<file path="src/rtl/alu_pkg.sv">
// Shared ALU opcode encodings and execution-stage FSM states.
// Purely declarative: no latency or backpressure of its own.
package alu_pkg;

   localparam logic [2:0] ALU_NOP = 3'b000;
   localparam logic [2:0] ALU_ADD = 3'b001;
   localparam logic [2:0] ALU_SUB = 3'b010;
   localparam logic [2:0] ALU_MUL = 3'b011;
   localparam logic [2:0] ALU_DIV = 3'b100;
   localparam logic [2:0] ALU_AND = 3'b101;
   localparam logic [2:0] ALU_OR  = 3'b110;
   localparam logic [2:0] ALU_RSV = 3'b111;

   typedef enum logic [1:0] {
      IDLE = 2'd0,
      CALC = 2'd1,
      FIX  = 2'd2
   } state_e;

endpackage

</file>
<file path="src/rtl/alu_muldiv_iter.sv">
// Iterative shift-add multiply / restoring signed divide, one bit per step_i, WIDTH steps.
// No backpressure: the owning FSM sequences load_i/step_i and reads result_o in its FIX cycle.
module alu_muldiv_iter #(
   parameter int WIDTH = 32
) (
   input  logic             clk,
   input  logic             rst_n,
   input  logic             load_i,
   input  logic             step_i,
   input  logic             is_div_i,
   input  logic [WIDTH-1:0] a_i,
   input  logic [WIDTH-1:0] b_i,
   output logic             last_o,
   output logic [WIDTH-1:0] result_o
);

   localparam int CW = $clog2(WIDTH) + 1;
   localparam logic [WIDTH-1:0] MIN_INT = {1'b1, {(WIDTH-1){1'b0}}};

   // acc: product (mul) or partial remainder (div)
   // opnd: shifted multiplicand (mul) or divisor magnitude (div)
   // sh: multiplier shifting right (mul) or dividend -> quotient (div)
   logic [WIDTH-1:0] acc_q, acc_d;
   logic [WIDTH-1:0] opnd_q, opnd_d;
   logic [WIDTH-1:0] sh_q, sh_d;
   logic [CW-1:0]    cnt_q, cnt_d;
   logic             div_q, div_d;
   logic             neg_q, neg_d;
   logic             dz_q, dz_d;
   logic             ovf_q, ovf_d;

   logic [WIDTH-1:0] a_mag, b_mag;
   logic [WIDTH:0]   rem_sh, rem_sub;

   // Magnitude of MIN_INT wraps back to itself, which is the correct unsigned value.
   assign a_mag   = a_i[WIDTH-1] ? (~a_i + 1'b1) : a_i;
   assign b_mag   = b_i[WIDTH-1] ? (~b_i + 1'b1) : b_i;
   assign rem_sh  = {acc_q, sh_q[WIDTH-1]};
   assign rem_sub = rem_sh - {1'b0, opnd_q};

   always_comb begin
      acc_d  = acc_q;
      opnd_d = opnd_q;
      sh_d   = sh_q;
      cnt_d  = cnt_q;
      div_d  = div_q;
      neg_d  = neg_q;
      dz_d   = dz_q;
      ovf_d  = ovf_q;
      if (load_i) begin
         acc_d = '0;
         cnt_d = '0;
         div_d = is_div_i;
         if (is_div_i) begin
            sh_d   = a_mag;
            opnd_d = b_mag;
            neg_d  = a_i[WIDTH-1] ^ b_i[WIDTH-1];
            dz_d   = (b_i == '0);
            ovf_d  = (a_i == MIN_INT) && (b_i == '1);
         end else begin
            sh_d   = b_i;
            opnd_d = a_i;
            neg_d  = 1'b0;
            dz_d   = 1'b0;
            ovf_d  = 1'b0;
         end
      end else if (step_i) begin
         cnt_d = cnt_q + CW'(1);
         if (div_q) begin
            // A clear MSB on the trial subtraction means the divisor fit.
            if (!rem_sub[WIDTH]) begin
               acc_d = rem_sub[WIDTH-1:0];
               sh_d  = {sh_q[WIDTH-2:0], 1'b1};
            end else begin
               acc_d = rem_sh[WIDTH-1:0];
               sh_d  = {sh_q[WIDTH-2:0], 1'b0};
            end
         end else begin
            if (sh_q[0]) begin
               acc_d = acc_q + opnd_q;
            end
            opnd_d = {opnd_q[WIDTH-2:0], 1'b0};
            sh_d   = {1'b0, sh_q[WIDTH-1:1]};
         end
      end
   end

   always_ff @(posedge clk or negedge rst_n) begin
      if (!rst_n) begin
         acc_q  <= '0;
         opnd_q <= '0;
         sh_q   <= '0;
         cnt_q  <= '0;
         div_q  <= 1'b0;
         neg_q  <= 1'b0;
         dz_q   <= 1'b0;
         ovf_q  <= 1'b0;
      end else begin
         acc_q  <= acc_d;
         opnd_q <= opnd_d;
         sh_q   <= sh_d;
         cnt_q  <= cnt_d;
         div_q  <= div_d;
         neg_q  <= neg_d;
         dz_q   <= dz_d;
         ovf_q  <= ovf_d;
      end
   end

   assign last_o = (cnt_q == CW'(WIDTH - 1));

   always_comb begin
      result_o = acc_q;
      if (div_q) begin
         if (dz_q)       result_o = '1;
         else if (ovf_q) result_o = MIN_INT;
         else if (neg_q) result_o = ~sh_q + 1'b1;
         else            result_o = sh_q;
      end
   end

endmodule

</file>
<file path="src/rtl/alu_exec_unit.sv">
// ALU execute stage: short ops done 1 cycle after accept, mul/div done WIDTH+2 cycles after accept.
// start is ignored while busy (no queueing); result/zero hold until the next done pulse.
module alu_exec_unit
   import alu_pkg::*;
#(
   parameter int WIDTH = 32
) (
   input  logic             clk,
   input  logic             rst_n,
   input  logic             start,
   input  logic [2:0]       ALUop,
   input  logic [WIDTH-1:0] operand_a,
   input  logic [WIDTH-1:0] operand_b,
   output logic             busy,
   output logic             done,
   output logic [WIDTH-1:0] result,
   output logic             zero
);

   state_e           state_q, state_d;
   logic [WIDTH-1:0] result_q, result_d;
   logic             zero_q;
   logic             done_q, done_d;

   logic             accept, is_long;
   logic             md_load, md_step, md_last;
   logic [WIDTH-1:0] md_result, short_res;

   assign accept  = start && (state_q == IDLE);
   assign is_long = (ALUop == ALU_MUL) || (ALUop == ALU_DIV);

   always_ff @(posedge clk or negedge rst_n) begin
      if (!rst_n) state_q <= IDLE;
      else        state_q <= state_d;
   end

   always_comb begin
      state_d = state_q;
      case (state_q)
         IDLE:    if (accept && is_long) state_d = CALC;
         CALC:    if (md_last)           state_d = FIX;
         FIX:                            state_d = IDLE;
         default:                        state_d = IDLE;
      endcase
   end

   always_comb begin
      busy    = (state_q != IDLE);
      md_load = accept && is_long;
      md_step = (state_q == CALC);
   end

   alu_muldiv_iter #(.WIDTH(WIDTH)) u_muldiv (
      .clk      (clk),
      .rst_n    (rst_n),
      .load_i   (md_load),
      .step_i   (md_step),
      .is_div_i (ALUop == ALU_DIV),
      .a_i      (operand_a),
      .b_i      (operand_b),
      .last_o   (md_last),
      .result_o (md_result)
   );

   always_comb begin
      case (ALUop)
         ALU_ADD: short_res = operand_a + operand_b;
         ALU_SUB: short_res = operand_a - operand_b;
         ALU_AND: short_res = operand_a & operand_b;
         ALU_OR:  short_res = operand_a | operand_b;
         default: short_res = '0;
      endcase
   end

   always_comb begin
      done_d   = 1'b0;
      result_d = result_q;
      if (accept && !is_long) begin
         done_d   = 1'b1;
         result_d = short_res;
      end else if (state_q == FIX) begin
         done_d   = 1'b1;
         result_d = md_result;
      end
   end

   always_ff @(posedge clk or negedge rst_n) begin
      if (!rst_n) begin
         result_q <= '0;
         zero_q   <= 1'b1;
         done_q   <= 1'b0;
      end else begin
         done_q <= done_d;
         if (done_d) begin
            result_q <= result_d;
            zero_q   <= (result_d == '0);
         end
      end
   end

   assign done   = done_q;
   assign result = result_q;
   assign zero   = zero_q;

endmodule

</file>
<file path="config.mk">
export PLATFORM = sky130hd
export DESIGN_NAME = alu_exec_unit
export DESIGN_NICKNAME = d
export VERILOG_FILES = /design/src/rtl/alu_pkg.sv /design/src/rtl/alu_muldiv_iter.sv /design/src/rtl/alu_exec_unit.sv
export SDC_FILE = /design/constraint.sdc
export NUM_CORES = 1
export LEC_CHECK = 0
export BUFFER_PORTS_ARGS = -buffer_cell sky130_fd_sc_hd__buf_2
export CAP_MARGIN = 25
export CELL_PAD_IN_SITES_DETAIL_PLACEMENT = 0
export CELL_PAD_IN_SITES_GLOBAL_PLACEMENT = 2
export CORE_MARGIN = 2
export CORE_UTILIZATION = 37
export DETAILED_ROUTE_END_ITERATION = 10
export PLACE_DENSITY_LB_ADDON = 0.1
export SLEW_MARGIN = 10
export SYNTH_ARGS = -nofsm -noshare
export SYNTH_HDL_FRONTEND = slang
export SYNTH_HIERARCHICAL = 1
export SYNTH_SLANG_ARGS = --single-unit
</file>
<file path="constraint.sdc">
create_clock -name clk -period 4.4 [get_ports clk]
set_input_delay 0.22 -clock clk [delete_from_list [all_inputs] [get_ports clk]]
set_output_delay 0.22 -clock clk [all_outputs]
set_load 0.03 [all_outputs]
</file>
### Word level (Yosys, flattened, before mapping)

Index checks and enable logic that the tools add are counted.

* mux-type cells: 33
* bitwise logic cells: 6
* reductions and logical operators: 15
* add/subtract/negate cells: 8
* equality and inequality tests: 14

Operators by type and width (count)
* $mux W32: 21
* $pmux W32 S4: 1
* $add A32 B1 Y32 const B: 3
* $not A32 Y32: 3
* $add A32 B32 Y32: 2
* $eq A32 B32 Y1 const B: 2
* $logic_not A32 Y1: 2
* $sub A33 B32 Y33: 1
* $and A32 B32 Y32: 1
* $or A32 B32 Y32: 1
* $sub A32 B32 Y32: 1
* $mux W6: 2
* $eq A3 B3 Y1 const B: 3
* $add A6 B1 Y6 const B: 1
* $eq A3 B2 Y1 const B: 2
* $eq A6 B5 Y1 const B: 1
* $mux W1: 6
* $reduce_and A2 Y1: 3
* $logic_and A1 B1 Y1: 4
* $mux W2: 2
* $ne A2 B2 Y1 const B: 2
* $pmux W2 S2: 1
* $reduce_bool A2 Y1: 2
* $eq A3 B1 Y1 const B: 1
* 8 further kinds: 8

* bits in registers: 142
* bits of input ports: 70
* logic and storage cells: 88
* output and inout bits: 35

### Longest topological paths before layout

* depth after elaboration: 9
* mapped depth: 19

### Hierarchy

The synthesis kept the hierarchy.

By module, submodules not included
* alu_muldiv_iter: instances 1, seq. area each 2652.5 um2, cells an instance 1597, area an instance 12021.5 um2
* alu_exec_unit: instances 1, seq. area each 902.1 um2, cells an instance 635, area an instance 4837.1 um2

### Worst setup path after synthesis

No wires, ideal clock.

* kind: input to register
* start point: input operand_b[14]
* end point: register zero_q, in the netlist zero
* buffers on the path: 1
* setup slack: -156 ps
* arrival: 4465 ps
* library setup time: 91 ps
* data required time: 4309 ps
* cell stages on the path: 18
* cells stage by stage: or4_4 -> or3_4 -> or3_4 -> nand2b_4 -> or2_2 -> o21ai_0 -> xor2_1 -> ha_1 -> clkbuf_1 -> a21o_1 -> a21o_1 -> a21o_1 -> a211oi_1 -> o21ai_2 -> xnor2_1 -> a2111oi_2 -> nand4b_1 -> o31ai_1

* word-level cells in the longest chain between the ends: 4
* elaborated cells between the ends (all ways): 7

Ends and longest elaborated chain
* start, declared: RTL line alu_exec_unit.sv:13 `input logic [WIDTH-1:0] operand_b,`
* $sub A32 B32 Y32 (tied with other cells): RTL line alu_exec_unit.sv:68 `ALU_SUB: short_res = operand_a - operand_b;`
* $pmux W32 S4 (*): RTL line alu_exec_unit.sv:66 `case (ALUop)`
* $mux W32 (*): RTL line alu_exec_unit.sv:78 `if (accept && !is_long) begin`
* $logic_not A32 Y1 (*): RTL line alu_exec_unit.sv:96 `zero_q <= (result_d == '0);`
* end signal, assigned: RTL line alu_exec_unit.sv:96
* end, declared: RTL line alu_exec_unit.sv:22 `logic zero_q;`

Mark *: on every way between the ends. The rest lies on a longest branch, timed or not.
A chain may end at the register's enable or synchronous reset.

### Worst setup path after layout

Ends and elaborated chain as after synthesis.

==> reports/metrics.csv <==
metric,value,unit
status,completed,
cts.sinks,142,
cts.clk_slew.worst_paths,0.07,ns
die_h,217.5,um
path_cells,buf_6 > or4_4 > or3_4 > or3_4 > nand2b_4 > or2_4 > o31a_1 > xnor2_1 > ha_1 > a21o_1 > or3_4 > a211oi_2 > o21ai_1 > o21ai_1 > xor2_1 > o21ai_1 > or4_1 > o31ai_1,
r2r_cells,15,
required,4.77,ns
min_period_over_period,0.9686,
routedWlPerCell,22.34,um
worstSetupPathType,in -> reg,
multi_input_area,12600,um2
hold-path-endpoint,u_muldiv/opnd_q[29],
synth_area_per_cell,7.553,um2
regArea,3558,um2
min-delay-start,operand_a[29],
slowest_stage,or4_4,
grt_pass1_vias,17081,
cp_max_fo,3,
place_ws,-0.3332,ns
diodes,0,
worstHoldPathCells,3,
ir_drop,0.8867,mV
rrSetupSlack,0.23,ns
yosys_warnings,6,
cts.htree.levels,4,
cts_tree,built,
timing.fmax,0.2346,GHz
rsz0062_at_grt,true,
dp_cells,2994,
numCtsBuffers,17,
maxSlewViolCount,0,
grt_max_degree,73,
grt_antenna_before_repair,1,
slew_headroom,0.4054,
grt_overflow,0,
core_region_area,45190,um2
rows,78,
worstSkewPairLatency,0.46,ns
worstMarginPinSlew,0.8919,ns
mostFrequentLayoutCell,nand2_1,
die_w,217.5,um
crit_arrival,4.63,ns
fin_skew,0.008863,ns
finalWorstSetupSlack,0.1381,ns
synth-edff-count,0,
drtAntennaViolNets,0,
globalplace.congestion,0.9183,
stdcell_count,3031,
ys.flop_type,dfrtp_1,
fillCellCount,4695,
wl,67710,um
grt_pass1_wl,104700,um
seq_power_share,0.189,
finalHoldViolCount,0,
hold_class,in -> reg,
synth-seq-cells,142,
drc,0,
io_pins,105,
power_density,731.6,nW/um2
power_frac_clock,0.104,
async_reset_ff_frac,1.000,
cp_num_buf_inv,1,
cts_max_path_buffers,2,
fin_nets,2593,
die_area,47290,um2
final_cell_mix,"nand2_1, o21ai_0, buf_4",
power.internal,6870,uW
combinationalPowerShare,0.707,
synth_area,16860,um2
r2r_start,u_muldiv/sh_q[8],
syn2layout_area_growth,17.49,%
cp-start-kind,primary input,
p_leak,0.008437,uW
vias_per_cell,5.826,
cpPeakStageDelay,0.52,ns
syn-instance-count,2232,
ctsRootBufferMaster,clkbuf_16,
route.vias.total,17659,
cp-end-kind,flip-flop,
port_buffers,104,
synth-seq-area-share,0.2109,
dp_hpwl,54040,um
crit_cells,18,
finalSetupViolations,0,
first_iter_violations,1453,
synth_nets,2407,
initial_core_util,0.3731,
worstReg2RegEnd,zero,
switchingPower,7622,uW
crit_family,simple AND/OR/NAND/NOR gates,
drive_above_1_share,0.1666,
drv_cap,0,
yosysUniqueCellTypes,101,
period_needed,4.262,ns
grt_use_total,0.2878,
drtPass1Iterations,6,
p_sw_frac,0.5260,
[worst max-delay path by stage]
| stage | from | to |
|---|---|---|
| 6_report | operand_b[14] | zero |
| 5_1_grt | operand_b[14] | zero |
| 4_1_cts | u_muldiv/sh_q[0] | zero |
| 3_5_place_dp | operand_b[14] | zero |
| 3_3_place_gp | operand_b[14] | zero |
| 2_1_floorplan | operand_b[14] | zero |
[cells in the mapped netlist, types with 8 or more instances]
master / count / area [um2]
or2_2: 8 / 50.05
a21o_1: 58 / 435.4
nand4_1: 26 / 162.7
nand3_1: 56 / 280.3
o21ai_0: 231 / 1156
nand2b_1: 17 / 106.4
nand2_1: 233 / 874.6
a22oi_1: 21 / 157.7
a211oi_1: 30 / 225.2
ha_1: 102 / 1276
o21ai_1: 18 / 90.09
nor2b_1: 16 / 100.1
clkbuf_1: 98 / 367.9
dfrtp_1: 141 / 3528
o31ai_1: 43 / 322.8
o22ai_1: 17 / 106.4
xor2_1: 113 / 989.7
nor3_1: 38 / 190.2
mux2i_1: 39 / 390.4
a22o_1: 12 / 105.1
a222oi_1: 20 / 200.2
xnor2_1: 74 / 648.1
inv_1: 78 / 292.8
or3_1: 26 / 162.7
o21a_1: 24 / 180.2
nand3b_1: 8 / 60.06
o22a_1: 20 / 175.2
buf_1: 17 / 63.81
o211ai_1: 71 / 533.0
a21oi_1: 165 / 825.8
and2_1: 10 / 62.56
nor4_1: 17 / 106.4
a31oi_1: 18 / 112.6
nor2_1: 181 / 679.4
or4_1: 13 / 97.59
o21bai_1: 10 / 75.07
[worst reg2reg max path, stage by stage, from the launching register on]
cell      delay, ns
dfrtp_1        0.38
or3_1          0.42
nor3_2         0.17
nand2b_1       0.11
buf_4          0.14
or4_4          0.45
or3_4          0.43
o41ai_2        0.24
xor2_1         0.22
nor2_1         0.06
o22a_1         0.21
nand2_1        0.06
o21ai_0        0.15
a221o_1        0.32
or4_1          0.52
o31ai_1        0.24
[sequential cells by signal, summed over array words and instances, names as in the netlist]
signal           flops
done                 1
u_muldiv/cnt_q       6
u_muldiv/opnd_q     32
u_muldiv/div_q       1
u_muldiv/acc_q      32
state_q              2
zero                 1
u_muldiv/dz_q        1
u_muldiv/ovf_q       1
u_muldiv/neg_q       1
result              32
u_muldiv/sh_q       32
[logic make-up after synthesis]
kind of cell               count (synthesis)  synth area share
AOI/OAI and AO/OA                        842            0.3303
xor gates and xnor gates                 188           0.09812
adders and majority gates                106           0.07986
buffers and inverters                    210           0.05158
DFF                                      142            0.2109
muxes                                     41           0.02449
and+or+nand+nor                          703            0.2048
[routing by layer]
| metal | track usage | routed length (um) |
|---|---|---|
| met5 | 0 | 10 |
| met4 | 0.06644 | 1238 |
| met3 | 0.02762 | 2979 |
| met2 | 0.4516 | 30270 |
| met1 | 0.4238 | 33220 |
[metrics by stage]
stage | util | hold slack (ns) | total power (uW) | setup TNS (ns) | cell area [um2]
floorplan | - | -0.07559 | 9689 | -0.01141 | 16900
global placement | 0.4222 | 0.2858 | 12770 | -0.2841 | 19080
detailed placement | 0.4224 | 0.2827 | 12820 | -0.3332 | 19080
CTS | 0.4362 | 0.1456 | 14410 | 0 | 19710
global route | 0.4384 | 0.1793 | 15750 | -0.01666 | 19810
finish | 0.4384 | 0.1682 | 14490 | 0 | 19810
[power by group through the flow]
stage                     clock, uW  sequential [uW]  combinational [uW]
after detailed placement          0             2730               10100
after global placement            0             2730               10000
after global routing           1590             2830               11300
after CTS                      1540             2720               10200
after floorplan                   0             2620                7070
final                          1510             2730               10300
[timing repair]
action	4_1_cts	5_1_grt
pin swaps	0	16
setup buffers	0	4
hold endpoints to repair	70	0
gates resized for setup	3	18
endpoints found under the setup margin	1	1
hold buffers	1	0
[area by class of cell]
| cell class | count | share of cell area |
|---|---|---|
| clock buffer | 22 | 0.02495 |
| clock inverter | 10 | 0.005243 |
| inverter | 79 | 0.01497 |
| multi-input combinational | 1880 | 0.6361 |
| sequential | 142 | 0.1796 |
| tap | 600 | 0.03790 |
| timing repair buffer | 298 | 0.1012 |
Power figures use the tool's default switching activity.
